File: config.mk
export PLATFORM = sky130hd
export DESIGN_NAME = traffic_phase_controller
export DESIGN_NICKNAME = d
export VERILOG_FILES = /design/src/rtl/traffic_pkg.sv /design/src/rtl/timer_handshake.sv /design/src/rtl/traffic_phase_controller.sv
export SDC_FILE = /design/constraint.sdc
export NUM_CORES = 1
export LEC_CHECK = 0
export ABC_AREA = 1
export CORE_MARGIN = 4
export CORE_UTILIZATION = 45
export DETAILED_ROUTE_END_ITERATION = 10
export HOLD_SLACK_MARGIN = 0.15
export PLACE_DENSITY = 0.75
export SLEW_MARGIN = 20
export SYNTH_ARGS = -nofsm -noshare
export SYNTH_HDL_FRONTEND = slang
export SYNTH_SLANG_ARGS = --single-unit
File: constraint.sdc
create_clock -name clk -period 2.7 [get_ports clk]
set_clock_uncertainty 0.2 [all_clocks]
set_input_delay 0.405 -clock clk [delete_from_list [all_inputs] [get_ports clk]]
set_output_delay 0.405 -clock clk [all_outputs]
set_load 0.02 [all_outputs]
File: src/rtl/traffic_pkg.sv
// Shared types and light encodings for the intersection phase controller
// and the delay timer it drives.
package traffic_pkg;

    typedef enum logic [2:0] {
        MAIN_GREEN  = 3'd0,
        MAIN_YELLOW = 3'd1,
        SIDE_GREEN  = 3'd2,
        SIDE_YELLOW = 3'd3,
        FLASH_ON    = 3'd4,
        FLASH_OFF   = 3'd5
    } phase_t;

    localparam logic [2:0] LIGHT_RED = 3'b100;
    localparam logic [2:0] LIGHT_YEL = 3'b010;
    localparam logic [2:0] LIGHT_GRN = 3'b001;
    localparam logic [2:0] LIGHT_OFF = 3'b000;

    function automatic logic [2:0] main_light_of(input phase_t p);
        case (p)
            MAIN_GREEN:  return LIGHT_GRN;
            MAIN_YELLOW: return LIGHT_YEL;
            SIDE_GREEN:  return LIGHT_RED;
            SIDE_YELLOW: return LIGHT_RED;
            FLASH_ON:    return LIGHT_YEL;
            default:     return LIGHT_OFF;
        endcase
    endfunction

    function automatic logic [2:0] side_light_of(input phase_t p);
        case (p)
            MAIN_GREEN:  return LIGHT_RED;
            MAIN_YELLOW: return LIGHT_RED;
            SIDE_GREEN:  return LIGHT_GRN;
            SIDE_YELLOW: return LIGHT_YEL;
            FLASH_ON:    return LIGHT_YEL;
            default:     return LIGHT_OFF;
        endcase
    endfunction

    // Green phases use the long delay; yellow and flash phases the short one.
    function automatic logic is_green(input phase_t p);
        return (p == MAIN_GREEN) || (p == SIDE_GREEN);
    endfunction

endpackage

File: src/rtl/timer_handshake.sv
// Turns trigger requests into registered one-cycle timer starts and qualifies
// the timer's sticky done flag so a stale flag from the previous delay is ignored.
module timer_handshake (
    input  logic clk,
    input  logic rst,
    input  logic long_req,
    input  logic short_req,
    input  logic timer_done,
    output logic start_long,
    output logic start_short,
    output logic expire
);

    logic start_pend_q, start_pend_d;
    logic start_long_q, start_long_d;
    logic start_short_q, start_short_d;
    logic armed_q, armed_d;

    always_comb begin
        start_pend_d  = 1'b0;
        start_long_d  = start_pend_q | long_req;
        start_short_d = short_req & ~start_long_d;
        // Arm only after done has been seen low since the latest trigger.
        if (start_long_d || start_short_d) begin
            armed_d = 1'b0;
        end else begin
            armed_d = armed_q | ~timer_done;
        end
    end

    always_ff @(posedge clk) begin
        if (rst) begin
            start_pend_q  <= 1'b1;
            start_long_q  <= 1'b0;
            start_short_q <= 1'b0;
            armed_q       <= 1'b0;
        end else begin
            start_pend_q  <= start_pend_d;
            start_long_q  <= start_long_d;
            start_short_q <= start_short_d;
            armed_q       <= armed_d;
        end
    end

    assign start_long  = start_long_q;
    assign start_short = start_short_q;
    assign expire      = armed_q & timer_done;

endmodule

File: src/rtl/traffic_phase_controller.sv
// Four-phase intersection controller with pedestrian walk and flashing-yellow mode.
//   state       | meaning
//   MAIN_GREEN  | main G, side R; holds until side car or ped request at expiry
//   MAIN_YELLOW | main Y, side R
//   SIDE_GREEN  | main R, side G; walk lit if entered with a ped request pending
//   SIDE_YELLOW | main R, side Y
//   FLASH_ON    | both heads yellow
//   FLASH_OFF   | both heads dark
module traffic_phase_controller
    import traffic_pkg::*;
#(
    parameter bit PED_ENABLE = 1'b1
) (
    input  logic       clk,
    input  logic       rst,
    input  logic       side_car,
    input  logic       ped_req,
    input  logic       flash_mode,
    input  logic       Timer_done,
    output logic       Start_LongTimer,
    output logic       Start_ShortTimer,
    output logic [2:0] main_light,
    output logic [2:0] side_light,
    output logic       walk,
    output logic [2:0] phase
);

    phase_t     state_q, state_d;
    logic       ped_pending_q, ped_pending_d;
    logic       walk_q, walk_d;
    logic [2:0] main_light_q, main_light_d;
    logic [2:0] side_light_q, side_light_d;
    logic       expire;
    logic       ped_req_eff;
    logic       change;
    logic       enter_side_green;
    logic       long_req, short_req;

    timer_handshake u_timer_handshake (
        .clk        (clk),
        .rst        (rst),
        .long_req   (long_req),
        .short_req  (short_req),
        .timer_done (Timer_done),
        .start_long (Start_LongTimer),
        .start_short(Start_ShortTimer),
        .expire     (expire)
    );

    always_comb begin
        ped_req_eff = PED_ENABLE & ped_req;
        state_d     = state_q;
        if (expire) begin
            if (flash_mode) begin
                state_d = (state_q == FLASH_ON) ? FLASH_OFF : FLASH_ON;
            end else begin
                case (state_q)
                    MAIN_GREEN: begin
                        if (side_car || ped_pending_q || ped_req_eff) begin
                            state_d = MAIN_YELLOW;
                        end
                    end
                    MAIN_YELLOW: state_d = SIDE_GREEN;
                    SIDE_GREEN:  state_d = SIDE_YELLOW;
                    SIDE_YELLOW: state_d = MAIN_GREEN;
                    default:     state_d = MAIN_GREEN;
                endcase
            end
        end

        // Every real transition changes state, so a change is a state entry.
        change           = (state_d != state_q);
        long_req         = change & is_green(state_d);
        short_req        = change & ~is_green(state_d);
        enter_side_green = change & (state_d == SIDE_GREEN);

        ped_pending_d = enter_side_green ? 1'b0 : (ped_pending_q | ped_req_eff);
        if (enter_side_green) begin
            walk_d = ped_pending_q | ped_req_eff;
        end else if (state_d == SIDE_GREEN) begin
            walk_d = walk_q;
        end else begin
            walk_d = 1'b0;
        end

        main_light_d = main_light_of(state_d);
        side_light_d = side_light_of(state_d);
    end

    always_ff @(posedge clk) begin
        if (rst) begin
            state_q       <= MAIN_GREEN;
            ped_pending_q <= 1'b0;
            walk_q        <= 1'b0;
            main_light_q  <= LIGHT_GRN;
            side_light_q  <= LIGHT_RED;
        end else begin
            state_q       <= state_d;
            ped_pending_q <= ped_pending_d;
            walk_q        <= walk_d;
            main_light_q  <= main_light_d;
            side_light_q  <= side_light_d;
        end
    end

    assign main_light = main_light_q;
    assign side_light = side_light_q;
    assign walk       = PED_ENABLE & walk_q;
    assign phase      = state_q;

endmodule
==> results of run 1 <==
[through the flow]
step	total power (W)	utilization, %	hold slack (ns)
floorplan	0.000273	-	0.233
global placement	0.000293	62.9	0.283
detailed placement	0.000295	62.9	0.306
CTS	0.000419	64.8	0.317
global route	0.000437	64.8	0.339
finish	0.000415	64.8	0.318
[cell families after synthesis]
kind of cell,synth area share [%]
XOR/XNOR,1.34
AO/OA/AOI/OAI,11.3
flip-flops,45.9
AND/OR/NAND/NOR,31.7
buffers and inverters,9.75
[registers in the layout, summed over array words and instances (netlist names)]
signal and flops:
main_light 3, u_timer_handshake.armed_q 1, phase 3, walk 1
ped_pending_q 1, u_timer_handshake.start_pend_q 1, u_timer_handshake.start_short 1, side_light 3
u_timer_handshake.start_long 1
[worst min-delay path: stages, from the launching register on]
cell,delay [ns]
dfxtp_1,0.31
inv_1,0.11
a21oi_2,0.07
[metal layers]
| layer | global-route usage, % | part of all wire (%) | vias to the layer above |
|---|---|---|---|
| met3 | 3.52 | 4.6 | 2 |
| met5 | 0 | 0 | - |
| li1 | - | - | 310 |
| met1 | 19.3 | 47 | 270 |
| met4 | 6.82 | 1.1 | 0 |
| met2 | 21.2 | 47 | 13 |
[cell type report]
type	instances	area [µm²]
fillers	135	469
flip-flops and latches	15	300
multi-input cells	57	290
repair buffers	17	170
inverters	15	58.8
clock buffers	4	26.3
well taps	15	18.8
[worst paths after layout]
path | startpoint | slack (ns) | endpoint
setup / recovery | phase[1] | 0.70 | phase[1]
setup reg to reg | phase[2] | 1.17 | side_light[1]
hold / removal | u_timer_handshake.start_pend_q | 0.32 | u_timer_handshake.start_long
hold reg to reg | u_timer_handshake.start_pend_q | 0.32 | u_timer_handshake.start_long
[cells in the final DEF (no fill, tap or decap)]
master / synthesis / final
o21ai_0: 2 / 2
inv_2: 3 / 3
inv_1: 11 / 11
xor2_1: 1 / 1
a21oi_2: 2 / 2
nand2_1: 18 / 18
a21oi_1: 1 / 1
a21oi_4: 1 / 1
clkbuf_4: 0 / 3
nor2_1: 17 / 17
nor3_1: 1 / 1
o211ai_1: 1 / 1
nand2_2: 3 / 3
nand3_2: 1 / 1
inv_4: 1 / 1
clkbuf_1: 0 / 1
dfxtp_1: 15 / 15
and3_1: 1 / 1
o21ai_2: 2 / 2
nor2_4: 1 / 1
nand3_1: 5 / 5
clkdlybuf4s50_1: 0 / 17
[where the power goes]
part	switching (W)	total [W]	internal, W
Combinational	0.0000336	0.0000581	0.0000245
Sequential	0.00000312	0.000231	0.000228
Clock	0.0000687	0.000126	0.0000571
==> reports/summary.md, run 1 <==
The flow ran to the end, and the final reports show no timing, DRC or antenna violations. In the routed design, unresolved DRC markers number 0. The tools report the net count of the mapped netlist as 94.

The synthesized design contains 15 register bits. The type of element capturing the critical path was an output pin. Fraction of synthesis flops using an asynchronous set or reset pin: 0%. The sort of element at the start of the critical path was a flop. Summed over all cells, the static leakage comes to 0.390 nW. In this run the tool buffered the top-level ports with 17 buffer cells.

Buffers inserted to repair hold after CTS numbered 0. After clock tree synthesis, the clock-pin slew on the worst setup and hold paths is 0.09 ns. The number of violations of the max-capacitance limit was 0.

The primary flip-flop cell chosen by synthesis mapping was dfxtp_1. The final cycle utilization of the critical path was 74.0%. In the synthesized netlist, the number of instances is 88. The run gives 0.752 as the last weighted congestion value of the routability-driven placer. The initial utilization of the core area, before any placement, comes to 49.1%.

The logs give 2.10 ns for the required time at the endpoint of the critical path and 119 for the cell count after placement. Counting flops with a built-in enable in the synthesized netlist gives 0. dfxtp_1 takes more of the synthesized area than any other cell. After detailed routing, the total wire length is 1320 µm. The min-delay analysis places its worst path in the category reg2reg. The number of pins with negative max-slew slack in the final report is 0, and the x dimension of the die is 46.1 µm.

The number of failing hold endpoints at the final stage was 0. On the worst path, the slowest cell contributes a delay of 0.67 ns. The share of Yosys cell area claimed by the top area cell type was 45.9%.

The overall via count from detail_route was 595. Hold-critical path depth: 2. The setup-violating endpoint count in the final report was 0; the count of antenna-violating nets left after detailed routing was 0. Yosys instantiated no cell more often than nand2_1. The die covers 2130 µm².

Dividing the detail-routed via count by the number of cells gives 4.84. The category of cells accounting for the largest share of critical-path delay is buffers and inverters. During synthesis, Yosys emitted a total of 0 warnings. Layout overhead on the synthesized area: 32.1%.

Buffers added to address setup during post-CTS repair amount to 0. The headroom to the max-slew limit was 69.6%. The critical path depth was 1. The run gives 1 as the CTS H-tree depth. TritonCTS built the clock tree. Detailed placement ended at an HPWL of 1020 µm. With fillers left out, the area of the finished cells amounts to 865 µm². By count the netlist is led by nand2_1, nor2_1, dfxtp_1.

For this run, the total global-route usage over all layers was measured as 14.3%. The worst setup margin was 0.702 ns. Sorting the synthesized cells by area gives the leading types as dfxtp_1, nand2_1, nor2_1.

For the pin with the worst max-slew slack, the measured transition is 0.454 ns. The per-cell routed wire length was 10.7 µm; the clock latency on the worst-skew pair was 0.27 ns. Setup repair after global routing left no endpoint under its margin. The cell sitting at the root of the clock tree is a clkbuf_4. Number of global-route vias before repair: 524. The worst path needs 2.00 ns of the cycle, external delays included. The core region is 1330 µm². Synthesis instantiated 20 different standard cells from the library. Static timing analysis puts the maximum clock frequency at 501 MHz. Once placement finished, the instance area stood at 838 µm². The power per unit of standard cell area was 480 nW/µm²; the I/O pin count was 18. For this run, the detailed router's first-pass iteration total came to 4. Data on the critical path arrives at its endpoint at 1.39 ns. Post-place setup slack: 0.652 ns.

The signal on the critical path passes through clkdlybuf4s50_1. The number of gates given a new drive strength after cts is 0, and the global-route wire length before repair is 2170 µm. VDD sags by at most 324 µV. The leftover overflow at the end of global routing is 0, and the average size of a mapped cell is 7.44 µm². The final net count was 115; the worst-case reg-to-reg path depth was 8. The run gives 2 as the maximum clock path buffer count. The slowest stage of the critical path belongs to the cell clkdlybuf4s50_1. For the number of antenna violations at the first check in global routing, the log shows 0. In this run, the number of DRC markers left after iteration 0 of detailed routing was 13.

The logs give 45.9% for the sequential cell area fraction in the yosys report and 13 for the count of standard-cell rows. The largest fanout of any net on the critical path was 6. The tree built by TritonCTS fans out to 15 sinks. The run gives 3 as the number of buffers created by CTS. The cell area that synthesis handed to floorplanning was 654 µm².

The proportion of layout cells with a drive suffix above 1 is 15.7%, and the setup total negative slack is 0 ns. The repair_antennas step left the layout with diodes totalling 0. The final instance count without filler cells came out at 123. Entering global routing, the biggest net connects 11 pins. Class of the most critical setup path: reg2out. The chip height was 46.1 µm; the buffering stage count on the worst path with inverters included was 1.
Note: power is estimated with default switching activity, not from simulation.
==> run 2: changes to the inputs <==
--- a/config.mk
+++ b/config.mk
@@ -7,10 +7,10 @@
 export LEC_CHECK = 0
 export ABC_AREA = 1
 export CORE_MARGIN = 4
-export CORE_UTILIZATION = 45
+export CORE_UTILIZATION = 40
 export DETAILED_ROUTE_END_ITERATION = 10
 export HOLD_SLACK_MARGIN = 0.15
-export PLACE_DENSITY = 0.75
+export PLACE_DENSITY = 0.7
 export SLEW_MARGIN = 20
 export SYNTH_ARGS = -nofsm -noshare
 export SYNTH_HDL_FRONTEND = slang
==> constraint.sdc (replaced) <==
create_clock -name clk -period 1.7 [get_ports clk]
set_clock_uncertainty 0.2 [all_clocks]
set_input_delay 0.255 -clock clk [delete_from_list [all_inputs] [get_ports clk]]
set_output_delay 0.255 -clock clk [all_outputs]
set_load 0.02 [all_outputs]
==> reports/summary.md, run 2 (same netlist as run 1, synthesis figures left out) <==
The share of power burned in registers is 53.7% (was 55.7%). Endpoint of the worst hold-timing path: u_timer_handshake.start_long (unchanged). The count of standard-cell rows was 14 (was 13); the hold-critical path depth was 2 (unchanged). For the CTS H-tree depth, the log shows 1 (unchanged). The hold-fix buffer count after cts came out at 0 (unchanged).

The chip height came out at 48.4 µm (was 46.1 µm). For the setup-violating endpoint count in the final report, the log shows 0 (unchanged). The tools report the global-route wire length before repair as 2570 µm (was 2170 µm). The total net switching power is 0.000183 W (was 0.000105 W), and the x dimension of the die is 48.4 µm (was 46.1 µm). For the die area, the log shows 2350 µm² (was 2130 µm²). The power per unit of standard cell area was 736 nW/µm² (was 480 nW/µm²); the per-cell routed wire length was 10.6 µm (was 10.7 µm). The most heavily used metal layer in global routing is met2 (unchanged). Setup total negative slack: 0 ns (unchanged). The total number of clock tree sinks is 15 (unchanged). The flow ran to the end, and the final reports show no timing, DRC or antenna violations.

The proportion of layout cells with a drive suffix above 1 was 23.3% (was 15.7%); the required time at the endpoint of the critical path was 1.24 ns (was 2.10 ns). The worst-case reg-to-reg path depth is 8 (unchanged). The transition at the pin with the smallest max-transition slack is 0.259 ns (was 0.454 ns).

The logs give 0 (unchanged) for the number of antenna violations at the first check in global routing and 0 (unchanged) for the number of failing hold endpoints at the final stage. The run gives 1520 µm² (was 1330 µm²) as the area of the core. The logs give 3 (unchanged) for the number of buffers created by CTS and 0.304 ns (was 0.318 ns) for the worst hold slack across all endpoints.

The class of the most critical setup path is reg2out (unchanged). For the number of pins with negative max-slew slack in the final report, the log shows 0 (unchanged). The tools report the startpoint of the lowest-slack register-to-register path as phase[1] (was phase[2]). The sort of element at the start of the critical path is a flop (unchanged). The logs give 18.4% (was 19.3%) for the global-route met1 utilization and 123 (was 115) for the final net count.

The tools report the cell count after placement as 128 (was 119). For the number of global-route vias before repair, the log shows 577 (was 524). Based on the critical path, the design can be clocked at up to 602 MHz.

The summed area of non-filler cells in the final layout was 927 µm² (was 865 µm²); the antenna diode instance count was 0 (unchanged). The share of total power consumed by net switching is 26.8% (was 25.4%). The tools report the worst hold path startpoint as u_timer_handshake.start_pend_q (unchanged). The type of element capturing the critical path was an output pin (unchanged). The tools report the placed standard-cell area as 900 µm² (was 838 µm²). For the number of DRC violations after detailed routing, the log shows 0 (unchanged). The class of the tightest hold or removal check was reg2reg (unchanged). Setup repair after global routing left no endpoint under its margin.

The detailed-route vias per instance is 4.61 (was 4.84), and the CTS clock-pin slew for the worst setup and hold paths is 0.10 ns (was 0.09 ns). The detailed placer's ending HPWL was 1090 µm (was 1020 µm). Maximum clock path buffer count: 2 (unchanged). The overall via count from detail_route was 609 (was 595). Last weighted congestion value of the routability-driven placer: 0.764 (was 0.752). The internal power of the cells came out at 0.000499 W (was 0.000310 W). Largest fanout of any net on the critical path: 1 (was 6).

The category of cells accounting for the largest share of critical-path delay was buffers and inverters (unchanged). The logs give 82.7% (was 69.6%) for the headroom to the max-slew limit and 18 (unchanged) for the I/O pin count. The tools report the leftover overflow at the end of global routing as 0 (unchanged).

Crit-path cells: clkdlybuf4s50_1 (unchanged). For the data arrival at the endpoint of the critical path, the log shows 1.21 ns (was 1.39 ns). The tools report the cell at the root of the clock tree as clkbuf_4 (unchanged). For the clock latency on the worst-skew pair, the log shows 0.29 ns (was 0.27 ns).

Commonest cells after routing, fill and taps aside: nand2_1, nor2_1, dfxtp_1, clkdlybuf4s50_1, inv_1 (was nand2_1, nor2_1, clkdlybuf4s50_1, dfxtp_1, inv_1). The count of antenna-violating nets left after detailed routing was 0 (unchanged); the maximum vdd drop was 468 µV (was 324 µV). The logs give 0 (unchanged) for the number of violations of the max-capacitance limit and 132 (was 123) for the final instance count without filler cells. Slowest stage cell on the critical path: clkdlybuf4s50_1 (unchanged). The relative contribution of combinational cells to total power is 15.6% (was 14.0%), and the setup slack on the worst flop-to-flop path is 0.23 ns (was 1.17 ns).

The first-pass iteration count of the detailed router was 4 (unchanged). For the total global routing track utilization, the log shows 13.5% (was 14.3%). The most frequent standard cell in the layout excluding fill and tap cells is nand2_1 (unchanged). Terminus of the critical flop-to-flop path: main_light[1] (was side_light[1]). Worst stage delay on the critical path: 0.60 ns (was 0.67 ns). The buffering stage count on the worst path with inverters included was 1 (unchanged); the final cycle utilization of the critical path was 97.8%. The clock network power share is 30.6% (was 30.3%), and the clock period minus worst slack is 1.66 ns. Leakage power: 0.469 nW (was 0.390 nW). The global-route track usage on met2 came out at 19.3% (was 21.2%). The final core area utilization was 60.8% (was 64.8%); the sum of routed wire length over all layers was 1400 µm (was 1320 µm). The tools report the initial standard-cell utilization of the core as 42.9% (was 49.1%). The number of port buffers is 17 (unchanged). The number of DRC violations after detailed-routing iteration 0 is 3 (was 13), and the layout overhead on the synthesized area is 41.7% (was 32.1%). The met3 track utilization from global routing is 4.29% (was 3.52%), and the pin count of the biggest net entering global routing is 10 (was 11). TritonCTS built the clock tree.
## run 2: repair_timing
item	4_1_cts	5_1_grt
gates resized for setup	4	2
setup endpoints to repair	4	2
buffers inserted	0	0
## run 2: stage by stage
stage               power, W  setup WS (ns)
floorplan           0.000433          0.221
global placement    0.000481        -0.0951
detailed placement  0.000482         -0.176
CTS                 0.000686         0.0272
global route        0.000718       0.000750
finish              0.000683         0.0376
## run 2: worst max path at each step
stage / startpoint / to / slack (ns) / cells after the start
after global placement: Timer_done / u_timer_handshake.start_long / -0.1 / 8
after detailed placement: Timer_done / side_light[1] / -0.18 / 10
after floorplan: phase[2] / main_light[1] / 0.22 / 8
after CTS: u_timer_handshake.start_long / Start_LongTimer / 0.03 / 1
final: side_light[0] / side_light[0] / 0.04 / 1
after global routing: main_light[2] / main_light[2] / 0.0007 / 1
## run 2: cell type report
| cell class | count | area (µm²) |
|---|---|---|
| Clock buffer | 3 | 22.5 |
| Clock inverter | 1 | 5.00 |
| Fill cell | 149 | 597 |
| Inverter | 15 | 58.8 |
| Multi-Input combinational cell | 57 | 293 |
| Sequential cell | 15 | 300 |
| Tap cell | 16 | 20.0 |
| Timing Repair Buffer | 25 | 228 |
## run 2: power groups by stage
stage	logic, W	registers, W	clock network (W)
floorplan	0.0000500	0.000383	0
global placement	0.000106	0.000375	0
detailed placement	0.000107	0.000375	0
CTS	0.000106	0.000367	0.000213
global route	0.000118	0.000368	0.000232
finish	0.000107	0.000367	0.000209
## run 2: per-layer routing
metal | up-vias | wire, µm
met4 | 0 | 17
met1 | 268 | 699
li1 | 326 | -
met3 | 2 | 80
met2 | 13 | 597
met5 | - | 0
